### src/rtl/mux_sel_arbiter.sv
// ---------------------------------------------------------------------------
// mux_sel_arbiter
//
// Round-robin arbiter that owns the select line of a downstream 2:1 mux.
// Each channel raises a level-sensitive request. The winner keeps the mux
// until it drops its request. If the other channel is waiting, the winner
// is also forced off after HOLD_MAX consecutive cycles. All outputs are
// registered.
//
// Optional feature (macro MUX_SEL_DEADTIME_EN):
//   Defined   - every exit from a grant passes through DEAD_CYCLES cycles
//               of break-before-make, with both grants low.
//   Undefined - no DEAD state. A grant exit re-arbitrates immediately.
//
// Parameters:
//   HOLD_MAX    - max consecutive grant cycles while the other side waits
//   DEAD_CYCLES - break-before-make length, 1..15
//
// Ports:
//   clock   in   single clock, rising edge
//   reset_n in   synchronous active-low reset
//   req0    in   channel 0 (mux in0) request
//   req1    in   channel 1 (mux in1) request
//   s       out  registered mux select
//   gnt0    out  channel 0 owns the mux output
//   gnt1    out  channel 1 owns the mux output
//   busy    out  high whenever the arbiter is not idle
// ---------------------------------------------------------------------------
module mux_sel_arbiter #(
   parameter int HOLD_MAX    = 8,
   parameter int DEAD_CYCLES = 2
) (
   input  logic clock,
   input  logic reset_n,
   input  logic req0,
   input  logic req1,
   output logic s,
   output logic gnt0,
   output logic gnt1,
   output logic busy
);

`ifdef MUX_SEL_DEADTIME_EN
   typedef enum logic [1:0] {
      IDLE   = 2'd0,
      GRANT0 = 2'd1,
      GRANT1 = 2'd2,
      DEAD   = 2'd3
   } arbState_t;
`else
   typedef enum logic [1:0] {
      IDLE   = 2'd0,
      GRANT0 = 2'd1,
      GRANT1 = 2'd2
   } arbState_t;
`endif

   localparam int HOLD_W = (HOLD_MAX > 1) ? $clog2(HOLD_MAX) : 1;
   localparam logic [HOLD_W-1:0] HOLD_LAST = HOLD_W'(HOLD_MAX - 1);

   // Reject parameter values that would make the counters meaningless.
   if (HOLD_MAX < 1 || DEAD_CYCLES < 1 || DEAD_CYCLES > 15) begin : g_badParams
      $error("mux_sel_arbiter: HOLD_MAX must be >= 1 and DEAD_CYCLES in 1..15");
   end

   arbState_t         r_state;
   arbState_t         w_nextState;
   arbState_t         w_winner;
   logic [HOLD_W-1:0] r_holdCnt;
   logic [HOLD_W-1:0] w_nextHold;
   logic              r_lastGnt;
   logic              w_mine;
   logic              w_other;
   logic              w_exit;
   logic              r_s;
   logic              r_gnt0;
   logic              r_gnt1;
   logic              r_busy;

`ifdef MUX_SEL_DEADTIME_EN
   localparam logic [3:0] DEAD_LAST = 4'(DEAD_CYCLES - 1);
   logic [3:0] r_deadCnt;
   logic [3:0] w_nextDead;
`endif

   // Round-robin pick from the requests as they are right now. A sole
   // requester always wins. On a tie, the channel that did not win last
   // time wins, so r_lastGnt resets to 1 to hand channel 0 the first tie.
   always_comb begin
      w_winner = IDLE;
      if (req0 && req1) begin
         w_winner = r_lastGnt ? GRANT0 : GRANT1;
      end else if (req0) begin
         w_winner = GRANT0;
      end else if (req1) begin
         w_winner = GRANT1;
      end
   end

   // Work out whether the current owner has to let go. It releases when
   // it drops its own request, or when its hold window runs out while the
   // other channel is waiting. If nobody is waiting, the window just
   // wraps and the owner keeps the mux.
   always_comb begin
      w_mine  = (r_state == GRANT1) ? req1 : req0;
      w_other = (r_state == GRANT1) ? req0 : req1;
      w_exit  = !w_mine || ((r_holdCnt == HOLD_LAST) && w_other);
   end

   // Next-state logic. The hold counter defaults to zero, so it is
   // already cleared on the edge that enters any grant. It only advances
   // while a grant is held. The winner is used directly on a grant exit
   // because the exiting channel can never win the pick at that moment:
   // either it has dropped its request, or it holds last-granted and
   // loses the tie.
   always_comb begin
      w_nextState = r_state;
      w_nextHold  = '0;
`ifdef MUX_SEL_DEADTIME_EN
      w_nextDead  = '0;
`endif
      case (r_state)
         IDLE: begin
            w_nextState = w_winner;
         end
         GRANT0, GRANT1: begin
            if (w_exit) begin
`ifdef MUX_SEL_DEADTIME_EN
               w_nextState = DEAD;
`else
               w_nextState = w_winner;
`endif
            end else if (r_holdCnt != HOLD_LAST) begin
               w_nextHold = r_holdCnt + 1'b1;
            end
         end
`ifdef MUX_SEL_DEADTIME_EN
         DEAD: begin
            if (r_deadCnt == DEAD_LAST) begin
               w_nextState = w_winner;
            end else begin
               w_nextDead = r_deadCnt + 1'b1;
            end
         end
`endif
         default: begin
            w_nextState = IDLE;
         end
      endcase
   end

   // State and counter registers. Reset is synchronous and wins over
   // everything, so a reset in the middle of a grant or a dead period
   // drops straight to IDLE without any dead time.
   always_ff @(posedge clock) begin
      if (!reset_n) begin
         r_state   <= IDLE;
         r_holdCnt <= '0;
         r_lastGnt <= 1'b1;
`ifdef MUX_SEL_DEADTIME_EN
         r_deadCnt <= '0;
`endif
      end else begin
         r_state   <= w_nextState;
         r_holdCnt <= w_nextHold;
`ifdef MUX_SEL_DEADTIME_EN
         r_deadCnt <= w_nextDead;
`endif
         if (w_nextState == GRANT0) begin
            r_lastGnt <= 1'b0;
         end else if (w_nextState == GRANT1) begin
            r_lastGnt <= 1'b1;
         end
      end
   end

   // Output registers are loaded from the next state, so they line up
   // exactly with r_state. The select only moves on an edge that lands
   // in a grant, and it holds its last value through IDLE and DEAD.
   always_ff @(posedge clock) begin
      if (!reset_n) begin
         r_s    <= 1'b0;
         r_gnt0 <= 1'b0;
         r_gnt1 <= 1'b0;
         r_busy <= 1'b0;
      end else begin
         r_gnt0 <= (w_nextState == GRANT0);
         r_gnt1 <= (w_nextState == GRANT1);
         r_busy <= (w_nextState != IDLE);
         if (w_nextState == GRANT0) begin
            r_s <= 1'b0;
         end else if (w_nextState == GRANT1) begin
            r_s <= 1'b1;
         end
      end
   end

   assign s    = r_s;
   assign gnt0 = r_gnt0;
   assign gnt1 = r_gnt1;
   assign busy = r_busy;

endmodule

### config.mk
export PLATFORM = sky130hd
export DESIGN_NAME = mux_sel_arbiter
export DESIGN_NICKNAME = d
export VERILOG_FILES = /design/src/rtl/mux_sel_arbiter.sv
export SDC_FILE = /design/constraint.sdc
export NUM_CORES = 1
export LEC_CHECK = 0
export CAP_MARGIN = 20
export CORE_AREA = 2 2 39 41
export CTS_CLUSTER_SIZE = 28
export DETAILED_ROUTE_END_ITERATION = 8
export DIE_AREA = 0 0 41 43
export PLACE_DENSITY_LB_ADDON = 0.2
export REMOVE_ABC_BUFFERS = 1
export SYNTH_ARGS = -nofsm -noshare
export SYNTH_HDL_FRONTEND = slang
export SYNTH_SLANG_ARGS = --single-unit
### constraint.sdc
create_clock -name clock -period 2.56 [get_ports clock]
set_input_delay 0.512 -clock clock [delete_from_list [all_inputs] [get_ports clock]]
set_output_delay 0.512 -clock clock [all_outputs]
set_load 0.01 [all_outputs]
Word level (Yosys, flattened, before mapping)
Index checks and enable logic that the tools add are counted.
- memories kept: 0
- word-level logic and storage cells: 37
- memory bits (read-only): 0
- output and inout port bits: 4
- bits of input ports: 4
- register bits after elaboration: 10
- bits in latches: 0
- bits in writable memories: 0
- add/subtract/negate cells: 1
- equal/unequal tests: 6
- multiply operators: 0
- magnitude comparators: 0
- reduce and logical (&&, ||, !) cells: 10
- div/mod/pow operators: 0
- mux-type cells: 10
- bitwise gates (word level): 3
- shifts and indexed selects: 0
- operator list (kind ; number):
    $mux W2 ; 5
    $eq A2 B1 Y1 const B ; 2
    $eq A2 B2 Y1 const B ; 2
    $mux W1 ; 4
    $pmux W2 S2 ; 1
    $reduce_bool A2 Y1 ; 2
    $reduce_or A2 Y1 ; 2
    $reduce_or A4 Y1 ; 1
    $add A3 B1 Y3 const B ; 1
    $eq A3 B3 Y1 const B ; 1
    $ne A3 B3 Y1 const B ; 1
    $not A1 Y1 ; 3
    $logic_and A1 B1 Y1 ; 2
    $logic_not A2 Y1 ; 1
    $logic_not A1 Y1 ; 1
    $logic_or A1 B1 Y1 ; 1

Longest topological paths before layout
- depth after elaboration: 9
- depth in mapped cells: 10
- gate-level depth less buffers: 10

Worst setup path before layout
Ideal clock, no wire load.
- path type: register to register
- from: register r_state[0]
- to: register r_lastGnt
- setup slack: 0.419 ns
- clock period less this slack: 2.141 ns
- stages on the path, launching flop included: 10
- data required time: 2.444 ns
- path buffers: 0
- setup time: 0.116 ns
- arrival: 2.025 ns
- cells stage by stage: dfxtp_1 inv_1 ha_1 mux2i_1 nor2_1 a32o_1 or3_1 ha_1 o21ai_0 nand2_1
- longest elaborated chain between the ends: 8
- elaborated cells between the ends (all ways): 15
- those cells by class: 4 x eq/ne; 5 x mux; 6 x reduce/logical
- RTL lines (element ; RTL line ; text):
    from (decl) ; 66 ; arbState_t r_state;
    from (signal assigned) ; 164 ; r_state <= w_nextState;
    $eq A2 B2 Y1 ; 105, 106, 122 ;
    $mux W1, on equally long branches ; 105, 106 ;
    $logic_not A1 Y1 / $logic_and A1 B1 Y1 (equally long branches) ; 107 ; w_exit = !w_mine || ((r_holdCnt == HOLD_LAST) && w_other);
    $logic_or A1 B1 Y1 ; 107 ;
    $mux W2 ; 127 ; if (w_exit) begin
    $pmux W2 S2 * ; 122 ; case (r_state)
    $eq A2 B1 Y1 / $eq A2 B2 Y1 (equally long branches) ; 169, 171 ;
    $mux W1 / $reduce_bool A2 Y1 (equally long branches) ; -- ;
    to (signal assigned) ; 159 ; r_lastGnt <= 1'b1;
    to (signal assigned) ; 170 ; r_lastGnt <= 1'b0;
    to (signal assigned) ; 172 ; r_lastGnt <= 1'b1;
    to (decl) ; 71 ; logic r_lastGnt;
Every way passes the cells marked *; elsewhere a longest branch is shown, timed or not.
A chain may end at the register's enable or synchronous reset.

Worst setup path in the final report
- from: register r_holdCnt[0]
- to: register r_lastGnt
- longest elaborated chain between the ends: 7
- elaborated cells between the ends (all ways): 9
- those cells by class: 3 x eq/ne; 3 x mux; 3 x reduce/logical
- RTL lines (element ; RTL line ; text):
    from (decl) ; 69 ; logic [HOLD_W-1:0] r_holdCnt;
    from (signal assigned) ; 165 ; r_holdCnt <= w_nextHold;
    $eq A3 B3 Y1 * ; 107 ;
    $logic_and A1 B1 Y1 * ; 107 ;
    $logic_or A1 B1 Y1 * ; 107 ;
    $mux W2 * ; 127 ;
    $pmux W2 S2 * ; 122 ;
    $eq A2 B1 Y1 / $eq A2 B2 Y1 (equally long branches) ; 169, 171 ;
    $mux W1 / $reduce_bool A2 Y1 (equally long branches) ; -- ;
Marked as above.

==> out/results.ini <==
[finish]
regArea_um2=200.2
syn_to_final_growth_pct=33.94
fin_area_um2=735.7
final_cell_mix=10 x ha_1, 10 x dfxtp_1, 8 x buf_4
multiInputGateArea_um2=341.6
nFillCells=140
antenna_cells=0
fin_nets=91
layout-drive-gt1-share_pct=15.79
instances_no_fill=92

[timing]
fin_crit_sh_pct=89.95
timing.setup.tns_ns=0
rsz0062_at_grt=false
setup_viol=0
final-hold-violation-count=0
drv_slew=0
worstMarginPinSlew_ns=0.4296
min_period_ns=2.303
worst_clock_skew_ns=0.002987
relSlewSlack_pct=70.62
fmax_mhz=434.3

[yosys]
synth_area_um2=549.3
synth-edff-count=0
seq_area_frac_synth_pct=36.45
synth_seq_cells=10
async_flop_share_pct=0
synth_area_per_cell_um2=9.636
netlist_instances=57
synth-main-ff-cell=dfxtp_1
yosysUniqueCellTypes=24
synth_warnings=0

[grt]
grt_pass1_vias=456
antenna_found_initial=0
grt_start_max_net_pins=9
grt_overflow_total=0
grt_pass1_wl_mm=1.697
grt_usage_pct=15.24

[detailed_routing]
drcViolationCount=0
vias=456
routedWlPerCell_um=9.989
vias_per_cell=4.957
ant_nets=0
drt-total-wl_um=919
drtPass1Iterations=2
first_iter_violations=3

[critical_path]
path_max_fanout=4
cp_top_family=compound AO/OA/AOI/OAI gates
end_kind=flip-flop
crit_chain=ha_1 > ha_1 > and3_1 > a2111oi_0 > a211oi_1 > buf_4 > nand2b_1 > buf_4 > ha_1 > nand2_1 > o21ai_0 > nand2_1
required_ns=2.71
crit_path_frequent_cell=ha_1
worst-setup-path-type=reg -> reg
worst-path-buf-inv=2
r2r_slack_ns=0.26
critPathSlowestCell=a2111oi_0
max_stage_delay_ns=0.44
startpoint_type=flip-flop
arrival_ns=2.46

[placement]
placed_cell_area_um2=699.4
place_hpwl_um=735.1
port_buffers=7
placed_cells=88
gp_congestion=0.7623

[clock_tree]
cts_resized=0
cts-root-buf=clkbuf_4
cts_hold_buf=0
post-cts-setup-buffers=0
cts.path.max_buffers=2
clk_latency_ns=0.27
cts_sinks=10
path_clk_slew_ns=0.06
cts_tree=built
numCtsBuffers=3
htree_num_levels=1

[flow_run]
cap_violations=0

[floorplan]
die_h_um=43
dieWidth_um=41
rows=14
die_area_mm2=0.001763
io-pin-count=8
initial_core_util_pct=39.69
core-area_mm2=0.001384

[power_and_ir_drop]
cellLeakagePower_nw=0.3243
peakVddDrop_v=0.0004334
powerDensity_mw_per_mm2=791.0

[outcome]
status=finished clean

[worst_hold_path]
hold_path_class=reg -> reg

## where the power goes
group / total, mW / internal, mW / leakage, nW / switching [mW]
sequential: 0.199 / 0.184 / 0.0817 / 0.0155
clock: 0.140 / 0.0864 / 0.0210 / 0.0536
combinational: 0.243 / 0.136 / 0.222 / 0.107
total: 0.582 / 0.406 / 0.324 / 0.176
## final timing paths
kind | from | endpoint | depth (start not counted)
max reg2reg | r_holdCnt[0]$_SDFF_PP0_ | r_lastGnt$_SDFFE_PN1P_ | 12
max | r_holdCnt[0]$_SDFF_PP0_ | r_lastGnt$_SDFFE_PN1P_ | 12
min reg2reg | r_holdCnt[0]$_SDFF_PP0_ | r_holdCnt[0]$_SDFF_PP0_ | 1
min | r_holdCnt[0]$_SDFF_PP0_ | r_holdCnt[0]$_SDFF_PP0_ | 1
## per-stage QoR
step,setup WS (ns),utilization (%),hold slack (ns),power [mW]
6_report,0.2573,53.16,0.4312,0.5820
5_1_grt,0.08143,53.16,0.4607,0.6360
4_1_cts,0.2568,53.16,0.4417,0.5945
3_5_place_dp,0.01618,50.54,0.4316,0.4484
3_3_place_gp,-0.004484,50.54,0.4233,0.4452
2_1_floorplan,0.4188,-,0.4044,0.3352
## final cells by class
type	count	share of cell area, %
clock buffer	4	4.932
inverter	2	1.020
multi-input combinational	45	46.43
sequential	10	27.21
tap	16	2.721
timing repair buffer	15	17.69
## Yosys cell counts, drive strengths merged, types with 2 or more instances
cell type,n,area (µm²)
nand3,2,10.01
nor3,2,10.01
nand2b,2,12.51
inv,2,7.510
nand2,4,15.01
nor2b,3,18.77
and2,5,31.28
nor2,2,7.510
dfxtp,10,200.2
ha,10,125.1
o21ai,2,10.01
## state kept, by name, summed over array words and instances, names as in the netlist
signal / cells
busy: 1
s: 1
gnt0: 1
r_state: 2
gnt1: 1
r_holdCnt: 3
r_lastGnt: 1
## kinds of logic (layout without fill, tap and decap cells)
logic type	after synthesis	after routing	share of synthesized area, %
AO/OA/AOI/OAI	7	7	9.114
adder cells (fa/ha/maj)	10	10	22.78
buffers and inverters	2	21	1.367
flip-flops	10	10	36.45
multiplexers	1	1	1.822
AND/OR/NAND/NOR	27	27	28.48
## layer usage
metal | GRT usage, % | wire length, µm
met2 | 20.31 | 432
met4 | 10.00 | 19
met3 | 9.424 | 52
met1 | 17.32 | 414
met5 | 0 | 0
## worst register-to-register path, stage by stage, from the launching register on
cell,delay [ns]
dfxtp_1,0.32
ha_1,0.19
ha_1,0.21
and3_1,0.22
a2111oi_0,0.45
a211oi_1,0.10
buf_4,0.16
nand2b_1,0.09
buf_4,0.12
ha_1,0.16
nand2_1,0.06
o21ai_0,0.06
nand2_1,0.06
Power figures use the tool's default switching activity.
